--- src/rtl/output_vc_state_pkg.sv ---
// Shared constants and types for the output-VC bookkeeping slice.
package output_vc_state_pkg;

    localparam int unsigned DEFAULT_DEPTH = 4;

    // Smallest n with 2**n >= value (returns 0 for value <= 1).
    function automatic int unsigned clog_b2(input int unsigned value);
        int unsigned result;
        result = 0;
        while ((32'd1 << result) < value) begin
            result = result + 1;
        end
        return result;
    endfunction

    // One extra bit so the counter can hold DEPTH itself.
    localparam int unsigned DEFAULT_CREDIT_WIDTH = clog_b2(DEFAULT_DEPTH) + 1;

    // Net per-cycle change applied to one credit counter.
    typedef enum logic [1:0] {
        DELTA_HOLD = 2'd0,
        DELTA_UP   = 2'd1,
        DELTA_DOWN = 2'd2
    } credit_delta_e;

endpackage

--- src/rtl/output_vc_state_if.sv ---
// Allocator/link-side signals of one router output's OVC bookkeeping.
interface output_vc_state_if #(
    parameter int unsigned VC_WIDTH = 1,
    parameter int unsigned NOVCS    = 2
);
    logic                alloc_enable;
    logic [VC_WIDTH-1:0] alloc_vc;
    logic                send_valid;
    logic [VC_WIDTH-1:0] send_vc;
    logic                send_tail;
    logic                credit_valid;
    logic [VC_WIDTH-1:0] credit_vc;
    logic [NOVCS-1:0]    ovc_available;
    logic [NOVCS-1:0]    ovc_ready;
    logic                error;

    modport master (
        output alloc_enable, alloc_vc, send_valid, send_vc, send_tail,
               credit_valid, credit_vc,
        input  ovc_available, ovc_ready, error
    );

    modport slave (
        input  alloc_enable, alloc_vc, send_valid, send_vc, send_tail,
               credit_valid, credit_vc,
        output ovc_available, ovc_ready, error
    );
endinterface

--- src/rtl/output_vc_state_ovc_credit_counter.sv ---
// Saturating credit counter for one OVC; resets to DEPTH (empty downstream buffer).
module ovc_credit_counter
    import output_vc_state_pkg::*;
#(
    parameter int unsigned DEPTH        = DEFAULT_DEPTH,
    parameter int unsigned CREDIT_WIDTH = DEFAULT_CREDIT_WIDTH
) (
    input  logic                    clock,
    input  logic                    reset,
    input  logic                    inc,
    input  logic                    dec,
    output logic [CREDIT_WIDTH-1:0] count,
    output logic                    overflow,
    output logic                    underflow
);

    credit_delta_e delta;

    // Net delta for this cycle; an out-of-range step is dropped and flagged.
    always_comb begin
        delta     = DELTA_HOLD;
        overflow  = 1'b0;
        underflow = 1'b0;
        if (inc && !dec) begin
            if (count == CREDIT_WIDTH'(DEPTH)) overflow = 1'b1;
            else                               delta    = DELTA_UP;
        end else if (dec && !inc) begin
            if (count == '0) underflow = 1'b1;
            else             delta     = DELTA_DOWN;
        end
    end

    // Counter register.
    always_ff @(posedge clock) begin
        if (reset) begin
            count <= CREDIT_WIDTH'(DEPTH);
        end else begin
            case (delta)
                DELTA_UP:   count <= count + CREDIT_WIDTH'(1);
                DELTA_DOWN: count <= count - CREDIT_WIDTH'(1);
                default:    count <= count;
            endcase
        end
    end

endmodule

--- src/rtl/output_vc_state.sv ---
// Ownership and credit state for the output VCs of one router port.
module output_vc_state
    import output_vc_state_pkg::*;
#(
    parameter int unsigned VC_WIDTH     = 1,
    parameter int unsigned NOVCS        = 2,
    parameter int unsigned DEPTH        = DEFAULT_DEPTH,
    parameter int unsigned CREDIT_WIDTH = DEFAULT_CREDIT_WIDTH
) (
    input logic               clock,
    input logic               reset,
    output_vc_state_if.slave  bus
);

    logic [NOVCS-1:0]        busy;
    logic [NOVCS-1:0]        alloc_hit;
    logic [NOVCS-1:0]        send_hit;
    logic [NOVCS-1:0]        credit_hit;
    logic [NOVCS-1:0]        tail_release;
    logic [NOVCS-1:0]        double_alloc;
    logic [NOVCS-1:0]        overflow;
    logic [NOVCS-1:0]        underflow;
    logic                    bad_index;
    logic                    error_reg;
    logic [CREDIT_WIDTH-1:0] credit [NOVCS];

    // One-hot event decode; an index with no matching OVC decodes to zero and is flagged.
    always_comb begin
        alloc_hit  = '0;
        send_hit   = '0;
        credit_hit = '0;
        for (int unsigned v = 0; v < NOVCS; v++) begin
            alloc_hit[v]  = bus.alloc_enable && (bus.alloc_vc  == VC_WIDTH'(v));
            send_hit[v]   = bus.send_valid   && (bus.send_vc   == VC_WIDTH'(v));
            credit_hit[v] = bus.credit_valid && (bus.credit_vc == VC_WIDTH'(v));
        end
        tail_release = send_hit & {NOVCS{bus.send_tail}};
        double_alloc = alloc_hit & busy & ~tail_release;
        bad_index    = (bus.alloc_enable && (alloc_hit  == '0)) ||
                       (bus.send_valid   && (send_hit   == '0)) ||
                       (bus.credit_valid && (credit_hit == '0));
    end

    // Ownership: a same-cycle alloc wins over a tail release.
    always_ff @(posedge clock) begin
        if (reset) busy <= '0;
        else       busy <= alloc_hit | (busy & ~tail_release);
    end

    for (genvar g = 0; g < NOVCS; g++) begin : gen_credit
        ovc_credit_counter #(
            .DEPTH        (DEPTH),
            .CREDIT_WIDTH (CREDIT_WIDTH)
        ) u_counter (
            .clock     (clock),
            .reset     (reset),
            .inc       (credit_hit[g]),
            .dec       (send_hit[g]),
            .count     (credit[g]),
            .overflow  (overflow[g]),
            .underflow (underflow[g])
        );
    end

    // Sticky protocol-violation flag, cleared only by reset.
    always_ff @(posedge clock) begin
        if (reset) error_reg <= 1'b0;
        else       error_reg <= error_reg | (|double_alloc) | (|overflow) |
                                (|underflow) | bad_index;
    end

    // Allocator masks derived from registered state only.
    always_comb begin
        bus.ovc_available = ~busy;
        bus.ovc_ready     = '0;
        for (int unsigned v = 0; v < NOVCS; v++) begin
            bus.ovc_ready[v] = (credit[v] != '0);
        end
        bus.error = error_reg;
    end

endmodule

--- src/flat_wrapper.sv ---
// flat-port wrapper written by rule: the top's interface ports become plain ports
module output_vc_state_flat import output_vc_state_pkg::*;
#(
    parameter int unsigned VC_WIDTH     = 1,
    parameter int unsigned NOVCS        = 2,
    parameter int unsigned DEPTH        = DEFAULT_DEPTH,
    parameter int unsigned CREDIT_WIDTH = DEFAULT_CREDIT_WIDTH
)
  (clock, reset, bus_alloc_enable, bus_alloc_vc, bus_send_valid, bus_send_vc, bus_send_tail, bus_credit_valid, bus_credit_vc, bus_ovc_available, bus_ovc_ready, bus_error);
  output_vc_state_if #(.VC_WIDTH(VC_WIDTH), .NOVCS(NOVCS)) bus_i ();
  input logic clock;
  input logic reset;
  input wire logic [$bits(bus_i.alloc_enable)-1:0] bus_alloc_enable;
  input wire logic [$bits(bus_i.alloc_vc)-1:0] bus_alloc_vc;
  input wire logic [$bits(bus_i.send_valid)-1:0] bus_send_valid;
  input wire logic [$bits(bus_i.send_vc)-1:0] bus_send_vc;
  input wire logic [$bits(bus_i.send_tail)-1:0] bus_send_tail;
  input wire logic [$bits(bus_i.credit_valid)-1:0] bus_credit_valid;
  input wire logic [$bits(bus_i.credit_vc)-1:0] bus_credit_vc;
  output wire logic [$bits(bus_i.ovc_available)-1:0] bus_ovc_available;
  output wire logic [$bits(bus_i.ovc_ready)-1:0] bus_ovc_ready;
  output wire logic [$bits(bus_i.error)-1:0] bus_error;
  assign bus_i.alloc_enable = bus_alloc_enable;
  assign bus_i.alloc_vc = bus_alloc_vc;
  assign bus_i.send_valid = bus_send_valid;
  assign bus_i.send_vc = bus_send_vc;
  assign bus_i.send_tail = bus_send_tail;
  assign bus_i.credit_valid = bus_credit_valid;
  assign bus_i.credit_vc = bus_credit_vc;
  assign bus_ovc_available = bus_i.ovc_available;
  assign bus_ovc_ready = bus_i.ovc_ready;
  assign bus_error = bus_i.error;
  output_vc_state #(.VC_WIDTH(VC_WIDTH), .NOVCS(NOVCS), .DEPTH(DEPTH), .CREDIT_WIDTH(CREDIT_WIDTH)) u_core (.clock(clock), .reset(reset), .bus(bus_i));
endmodule
--- config.mk ---
export PLATFORM = sky130hd
export DESIGN_NAME = output_vc_state_flat
export DESIGN_NICKNAME = d
export VERILOG_FILES = /design/src/rtl/output_vc_state_pkg.sv /design/src/rtl/output_vc_state_if.sv /design/src/rtl/output_vc_state_ovc_credit_counter.sv /design/src/rtl/output_vc_state.sv /design/src/flat_wrapper.sv
export SDC_FILE = /design/constraint.sdc
export NUM_CORES = 1
export LEC_CHECK = 0
export ABC_AREA = 0
export BUFFER_PORTS_ARGS = -buffer_cell sky130_fd_sc_hd__buf_2
export CORE_AREA = 2 2 39 41
export CTS_CLUSTER_DIAMETER = 80
export DETAILED_ROUTE_END_ITERATION = 8
export DIE_AREA = 0 0 41 43
export PLACE_DENSITY = 0.7
export SETUP_SLACK_MARGIN = 0.3
export SYNTH_ARGS = -nofsm -noshare
export SYNTH_HDL_FRONTEND = slang
export SYNTH_HIERARCHICAL = 1
export SYNTH_SLANG_ARGS = --single-unit
--- constraint.sdc ---
create_clock -name clock -period 2.1 [get_ports clock]
set_clock_uncertainty 0.15 [all_clocks]
set_input_delay 0.21 -clock clock [delete_from_list [all_inputs] [get_ports clock]]
set_output_delay 0.21 -clock clock [all_outputs]
set_load 0.005 [all_outputs]
==> results_dict.tcl, run 1 <==
set metrics [dict create \
    largest_reg_flops 6 \
    status "finished, final reports clean" \
    coreArea_um2 1384 \
    top_layer "met3" \
    ys.flop_type "dfxtp_1" \
    fillers 127 \
    final.period_utilization_pct 98.58 \
    r2r-start "u_core/gen_credit[0].u_counter/count[1]" \
    hold_viol_final 0 \
    wl_per_cell_um 10.98 \
    rsz0062_at_grt "true" \
    ios 14 \
    synth_seq_area_share_pct 31.10 \
    wirelength_um 1307 \
    yosys_warnings 6 \
    wl_met1_um 541 \
    ant_nets 0 \
    setup_violations 0 \
    syn_inst 72 \
    grt_overflow 0 \
    viasPerCell 5.000 \
    maxCapViolCount 0 \
    async_flop_share_pct 0 \
    vias 595 \
    dp_cells 107 \
    placed_cell_area_um2 732.0 \
    synth_top_area_cell "dfxtp_1" \
    end_kind "flip-flop" \
    hold_path_class "in -> reg" \
    port_buffers 13 \
    finalMaxSlewViolations 0 \
    clk_latency_ps 260 \
    ys_types 23 \
    yosysTopAreaCellShare_pct 31.10 \
    worst-r2r-cell-count 9 \
    regToRegEndpoint "u_core/gen_credit[0].u_counter/count[2]" \
    syn_to_final_growth_pct 47.73 \
    cts-root-buf "clkbuf_4" \
    critPathCapture "u_core/gen_credit[0].u_counter/count[2]" \
    clkTransAtPathRegs_ps 60 \
    die-area_um2 1763 \
    clockBufferDepth 2 \
    worst_ep_arrival_time_ps 2060 \
    route.detailed.drc 0 \
    synth.most_common_cell "nor2_1" \
    critPathMaxFanout 4 \
    power_density_nw_per_um2 599.4 \
    tns_ps 0 \
    multi_input_comb_area_um2 414.1 \
    drtIter0Drc 1 \
    postSynthAreaPerCell_um2 8.046 \
    track_usage_pct 16.83 \
    synthesis.area_um2 579.3 \
    startpoint "u_core/gen_credit[0].u_counter/count[1]" \
    fp.dieW_um 41 \
    required_ps 2090 \
    criticalPathCategory "reg -> reg" \
    pre_cts_slack_ps -113.0 \
    place_hpwl_um 906.1 \
    cts.sinks 9 \
    diodes 0 \
    register_area_um2 192.7 \
    relSlewSlack_pct 84.00 \
    initial_core_util_pct 41.86 \
    synth_edf_count 0 \
    start_kind "flip-flop" \
    grt_max_degree 10 \
    synth_top_cells_by_count "11 x nor2_1, 9 x dfxtp_1, 8 x inv_1, 5 x nor3_1, 4 x xor2_1" \
    synth.net_count 85 \
    hold_ws_ps 57.55 \
    gp_congestion 0.6947 \
    die_y_um 43 \
    leakage_nw 0.3617 \
    layout.nets 117 \
    max_freq_mhz 483.0 \
    cts-buffers-inserted 3 \
    setup_slack_ps 29.76 \
    route.met3.wl_um 51 \
    min_period_ps 2070 \
    final_cells 119 \
    grt_pass1_vias 514 \
    htreeDepth 1 \
    num_rows 14 \
    worst_pin_slew_ps 237.8 \
    final_area_um2 855.8 \
    vdd_drop_max_uv 394.0 \
    drive_gt1_share_pct 54.37 \
    synth.area.top_cells "dfxtp_1 31%, nor2_1 7.1%, fa_1 6.9%, xor2_1 6.0%, inv_1 5.2%" \
    grt_pass1_wl_um 1987 \
    antenna_found_initial 0 \
    firstDrtPassIters 4 \
    rrSetupSlack_ps 30 \
    yosys_register_bits 9 \
    cts_tree "yes" \
    dr_wl_met2_um 714 \
]
[timing repair]
action	CTS	global route
hold buffers	0	0
resized for setup	11	5
setup endpoints to repair	4	4
setup buffers	5	3
pin swaps	4	6
[worst min path at each step]
stage                   start                                 endpoint  slack (ps)  cells after the start
2_1_floorplan           reset                         u_core/bus.error         130                      1
6_report                reset  u_core/gen_credit[1].u_counter/count[1]          60                      2
4_1_cts                 reset  u_core/gen_credit[1].u_counter/count[1]          70                      2
3_5_place_dp            reset  u_core/gen_credit[0].u_counter/count[0]         350                      2
5_1_grt                 reset  u_core/gen_credit[0].u_counter/count[1]          60                      2
3_3_place_gp   u_core/busy[0]                           u_core/busy[0]         340                      2
[per-layer routing]
metal | GRT usage (%) | up-vias
li1 | - | 308
met1 | 18.89 | 278
met2 | 27.50 | 9
met3 | 9.424 | 0
met4 | 2.000 | 0
met5 | 0 | -
[cell usage in the layout, fill, tap and decap left out, drive strengths merged, types with 2 or more instances in the layout]
master | netlist | layout
nand3b | 3 | 3
buf | 0 | 27
clkbuf | 0 | 4
nor2 | 11 | 11
or3 | 2 | 2
nand2b | 2 | 2
fa | 2 | 2
nor3 | 5 | 5
and2 | 2 | 2
or3b | 2 | 2
a22oi | 2 | 2
nor4 | 2 | 2
nand3 | 3 | 3
o21ai | 2 | 2
nor3b | 2 | 2
ha | 2 | 2
a21oi | 3 | 3
nor2b | 2 | 2
xor2 | 4 | 4
dfxtp | 9 | 9
inv | 8 | 8
[cell families (layout without fill, tap and decap cells)]
family	count (synthesis)	count (layout)	share of synthesized area, %
simple gates	39	39	38.44
flops	9	9	31.10
compound gates	8	8	7.991
buf+inv	8	39	5.184
fa+ha+maj	4	4	11.23
xor+xnor	4	4	6.047
[power by group]
| part | switching [mW] | internal [mW] |
|---|---|---|
| Combinational | 0.0757 | 0.0927 |
| Clock | 0.0617 | 0.0733 |
| Sequential | 0.0199 | 0.190 |
[metrics by stage]
| step | power [mW] | util [%] |
|---|---|---|
| 2_1_floorplan | 0.2904 | - |
| 4_1_cts | 0.4918 | 59.13 |
| 3_3_place_gp | 0.3376 | 52.89 |
| 6_report | 0.5129 | 61.84 |
| 3_5_place_dp | 0.3405 | 52.89 |
| 5_1_grt | 0.5475 | 61.84 |
[layout make-up]
cell class / instances / area share (%)
clock buffer: 4 / 3.070
tap: 16 / 2.339
sequential: 9 / 22.51
inverter: 8 / 3.801
timing repair buffer: 27 / 19.88
multi-input combinational: 55 / 48.39
[worst max-delay path, stage by stage, from the launching register on]
cell and delay [ps]:
dfxtp_4 360, inv_4 50, nand3_2 70, nand3b_1 90
ha_2 190, inv_2 40, fa_2 330, xor2_1 160
o21ai_1 150, or3b_1 350
(Power assumes the default switching activity.)
==> run 2: changes to the inputs <==
PLACE_DENSITY = unset   (was 0.7)
PLACE_DENSITY_LB_ADDON = 0.08   (was unset)
==> results_dict.tcl, run 2 (synthesized netlist as in run 1, its figures left out) <==
set metrics [dict create \
    clk_latency_ps 260 \
    ant_nets 0 \
    hold_depth 2 \
    htreeDepth 1 \
    syn_to_final_growth_pct 54.21 \
    antenna_found_initial 0 \
    dr_wl_met2_um 680 \
    pre_cts_slack_ps -50.33 \
    port_buffers 13 \
    layout_common_cells "19 x buf_4, 13 x buf_2, 9 x nor2_1" \
    grt_max_degree 10 \
    cts.sinks 9 \
    clockBufferDepth 2 \
    cts-root-buf "clkbuf_4" \
    power_density_nw_per_um2 579.3 \
    setup_slack_ps 108.5 \
    route.met3.wl_um 68 \
    fin_util_pct 64.56 \
    cts_tree "yes" \
    rrSetupSlack_ps 110 \
    leakage_nw 0.3883 \
    viasPerCell 4.815 \
    rsz0062_at_grt "true" \
    num_rows 14 \
    hold_path_class "in -> reg" \
    final.period_utilization_pct 94.83 \
    diodes 0 \
    clkTransAtPathRegs_ps 60 \
    fp.dieW_um 41 \
    wirelength_um 1283 \
    tns_ps 0 \
    route.detailed.drc 0 \
    relSlewSlack_pct 85.17 \
    worst-r2r-cell-count 9 \
    drtIter0Drc 13 \
    fillers 127 \
    hold_ws_ps 65.45 \
    hold_viol_final 0 \
    coreArea_um2 1384 \
    worstPathCellList "inv_4 -> nand3_2 -> nand3b_1 -> ha_2 -> inv_2 -> fa_2 -> xor2_1 -> o21ai_1 -> or3b_1" \
    final_common_cell "buf_4" \
    start_kind "flip-flop" \
    max_freq_mhz 502.1 \
    status "finished, final reports clean" \
    vdd_drop_max_uv 442.4 \
    gp_congestion 0.6849 \
    initial_core_util_pct 41.86 \
    layout.nets 122 \
    dp_cells 113 \
    worst_path_dominant_cell_family "simple AND/OR/NAND/NOR gates" \
    wl_met1_um 533 \
    worst_ep_arrival_time_ps 1990 \
    track_usage_pct 19.11 \
    die-area_um2 1763 \
    largest_reg_flops 6 \
    place_hpwl_um 951 \
    finalMaxSlewViolations 0 \
    criticalPathCategory "reg -> reg" \
    grt_overflow 0 \
    grt_pass1_vias 593 \
    cp_slowest_cell "dfxtp_4" \
    holdBufCountCts 0 \
    firstDrtPassIters 4 \
    final_cells 124 \
    end_kind "flip-flop" \
    cpPeakStageDelay_ps 360 \
    grt_pass1_wl_um 2256 \
    worst_pin_slew_ps 220.4 \
    setup_violations 0 \
    maxCapViolCount 0 \
    cts-buffers-inserted 3 \
    vias 597 \
    wl_per_cell_um 10.35 \
    critPathMaxFanout 3 \
    required_ps 2100 \
    drive_gt1_share_pct 54.63 \
    cp.depth 9 \
    top_layer "met3" \
    min_period_ps 1992 \
    die_y_um 43 \
    ios 14 \
    crit_buf_inv 2 \
]
## run 2: changes by cell type in the layout (fill, tap and decap cells not counted), sizes merged
cell,change
buf,+5
## run 2: stage by stage
step | power (mW) | area, µm²
final | 0.5175 | 893.4
after detailed placement | 0.3569 | 777.0
after global placement | 0.3553 | 777.0
after global routing | 0.5626 | 893.4
after floorplan | 0.2904 | 601.8
after CTS | 0.5141 | 870.8
## run 2: area by class of cell
type / instances / area [µm²] / area share [%]
Tap cell: 16 / 20.02 / 2.241
Multi-Input combinational cell: 55 / 412.9 / 46.22
Timing Repair Buffer: 32 / 207.7 / 23.25
Inverter: 8 / 35.03 / 3.922
Sequential cell: 9 / 191.4 / 21.43
Clock buffer: 4 / 26.28 / 2.941
## run 2: layer usage
| metal | vias to the layer above | GRT usage (%) |
|---|---|---|
| li1 | 321 | - |
| met1 | 265 | 20.06 |
| met2 | 11 | 32.50 |
| met3 | 0 | 9.424 |
| met4 | 0 | 4.000 |
| met5 | - | 0 |
## run 2: worst paths after layout
kind,from,endpoint
setup / recovery,u_core/gen_credit[0].u_counter/count[1],u_core/gen_credit[0].u_counter/count[2]
hold / removal,reset,u_core/gen_credit[0].u_counter/count[1]
setup reg to reg,u_core/gen_credit[0].u_counter/count[1],u_core/gen_credit[0].u_counter/count[2]
hold reg to reg,u_core/busy[0],u_core/busy[0]
## run 2: timing repair
item,CTS,global route
pin swaps,3,1
buffers inserted,6,1
gates resized for setup,8,7
endpoints found under the setup margin,4,4
hold endpoints to repair,0,0
## run 2: report_power, final
part	internal [mW]	switching (mW)
clock	0.0731	0.0584
sequential	0.189	0.0174
combinational	0.100	0.0796
total	0.362	0.155
==> run 3: changes to the inputs <==
CELL_PAD_IN_SITES_DETAIL_PLACEMENT = 0   (was unset)
CELL_PAD_IN_SITES_GLOBAL_PLACEMENT = 2   (was unset)
CORE_AREA = unset   (was 2 2 39 41)
CORE_UTILIZATION = 25   (was unset)
DIE_AREA = unset   (was 0 0 41 43)
==> results_dict.tcl, run 3 (synthesized netlist as in run 1, its figures left out) <==
set metrics [dict create \
    hold_viol_final 0 \
    place_hpwl_um 1077 \
    min_period_ps 2027 \
    cts_tree "yes" \
    wl_per_cell_um 10.43 \
    rsz0062_at_grt "true" \
    htreeDepth 1 \
    cts.sinks 9 \
    drtIter0Drc 9 \
    cts-buffers-inserted 3 \
    start_kind "flip-flop" \
    syn_to_final_growth_pct 58.53 \
    fp.dieW_um 50.14 \
    end_kind "flip-flop" \
    layout.nets 120 \
    grt_pass1_vias 557 \
    final.period_utilization_pct 96.51 \
    die_y_um 50.14 \
    final_common_cell "buf_4" \
    largest_reg_flops 6 \
    num_rows 17 \
    vdd_drop_max_uv 285.4 \
    diodes 0 \
    max_freq_mhz 493.4 \
    worst_pin_slew_ps 259.2 \
    route.detailed.drc 0 \
    port_buffers 13 \
    criticalPathCategory "reg -> reg" \
    clockBufferDepth 2 \
    leakage_nw 0.3795 \
    worst_ep_arrival_time_ps 2010 \
    viasPerCell 4.440 \
    gp_congestion 0.6420 \
    status "finished, final reports clean" \
    antenna_found_initial 0 \
    cts-root-buf "clkbuf_4" \
    rrSetupSlack_ps 70 \
    finalMaxSlewViolations 0 \
    setup_violations 0 \
    ios 14 \
    ant_nets 0 \
    critPathMaxFanout 5 \
    layout_common_cells "17 x buf_4, 13 x buf_2, 8 x nor2_1" \
    power_density_nw_per_um2 569.0 \
    final_area_um2 918.4 \
    firstDrtPassIters 4 \
    relSlewSlack_pct 82.56 \
    die-area_um2 2514 \
    grt_max_degree 10 \
    holdBufCountCts 0 \
    p_total_uw 522.6 \
    vias 595 \
    initial_core_util_pct 26.44 \
    track_usage_pct 12.22 \
    placed_cell_area_um2 784.5 \
    clkTransAtPathRegs_ps 60 \
    grt_overflow 0 \
    clk_latency_ps 260 \
    drive_gt1_share_pct 58.49 \
    hold_path_class "in -> reg" \
    wirelength_um 1398 \
    maxCapViolCount 0 \
    required_ps 2090 \
    coreArea_um2 2191 \
    grt_pass1_wl_um 2290 \
]
## run 3: cell count changes in the layout (fill, tap and decap cells not counted), sizes merged
| cell | delta |
|---|---|
| buf | -2 |
## run 3: metrics by stage
step / utilization (%) / hold slack [ps] / instances / worst slack (ps) / TNS (ps)
2_1_floorplan: - / 129.4 / 72 / 107.5 / 0
3_3_place_gp: 35.81 / 351.1 / 124 / -57.34 / -92.48
3_5_place_dp: 35.81 / 358.5 / 124 / -76.12 / -122.3
4_1_cts: 39.41 / 93.18 / 131 / 64.30 / 0
5_1_grt: 41.92 / 99.09 / 134 / -53.58 / -53.58
6_report: 41.92 / 86.11 / 134 / 73.34 / 0
## run 3: repair_timing
item	in CTS	in global routing
setup buffers	3	3
gates resized for setup	11	10
setup endpoints to repair	4	4
endpoints found under the hold margin	0	0
pin swaps	2	2
## run 3: layout make-up
cell class                 instances  area [µm²]
multi-input combinational         55       434.2
clock buffer                       4       26.28
tap                               28       35.03
sequential                         9       195.2
inverter                           8       35.03
fill                             235        1272
timing repair buffer              30       192.7
## run 3: power breakdown
part           internal (mW)  switching [mW]  leakage (nW)
combinational          0.100          0.0793         0.289
sequential             0.189          0.0213        0.0756
clock                 0.0732          0.0593        0.0150
## run 3: worst paths after layout
check	start	endpoint	cells after the start
hold / removal	reset	u_core/gen_credit[1].u_counter/count[1]	2
setup / recovery	u_core/gen_credit[1].u_counter/count[1]	u_core/gen_credit[1].u_counter/count[2]	9
setup reg to reg	u_core/gen_credit[1].u_counter/count[1]	u_core/gen_credit[1].u_counter/count[2]	9
hold reg to reg	u_core/busy[1]	u_core/busy[1]	2
## run 3: layer usage
metal | GRT usage (%) | share of wire, % | vias up
li1 | - | - | 310
met1 | 14.84 | 45 | 274
met2 | 19.33 | 52 | 11
met3 | 4.848 | 3.4 | 0
met4 | 4.286 | 0 | 0
met5 | 0 | 0 | -
## run 3: worst max-delay path, cell delays in order, from the launching register on
cell	delay, ps
dfxtp_4	360
inv_2	60
nand3_2	80
nand3b_1	100
ha_2	190
inv_2	40
fa_2	340
xor2_2	160
o21ai_1	100
or3b_1	340
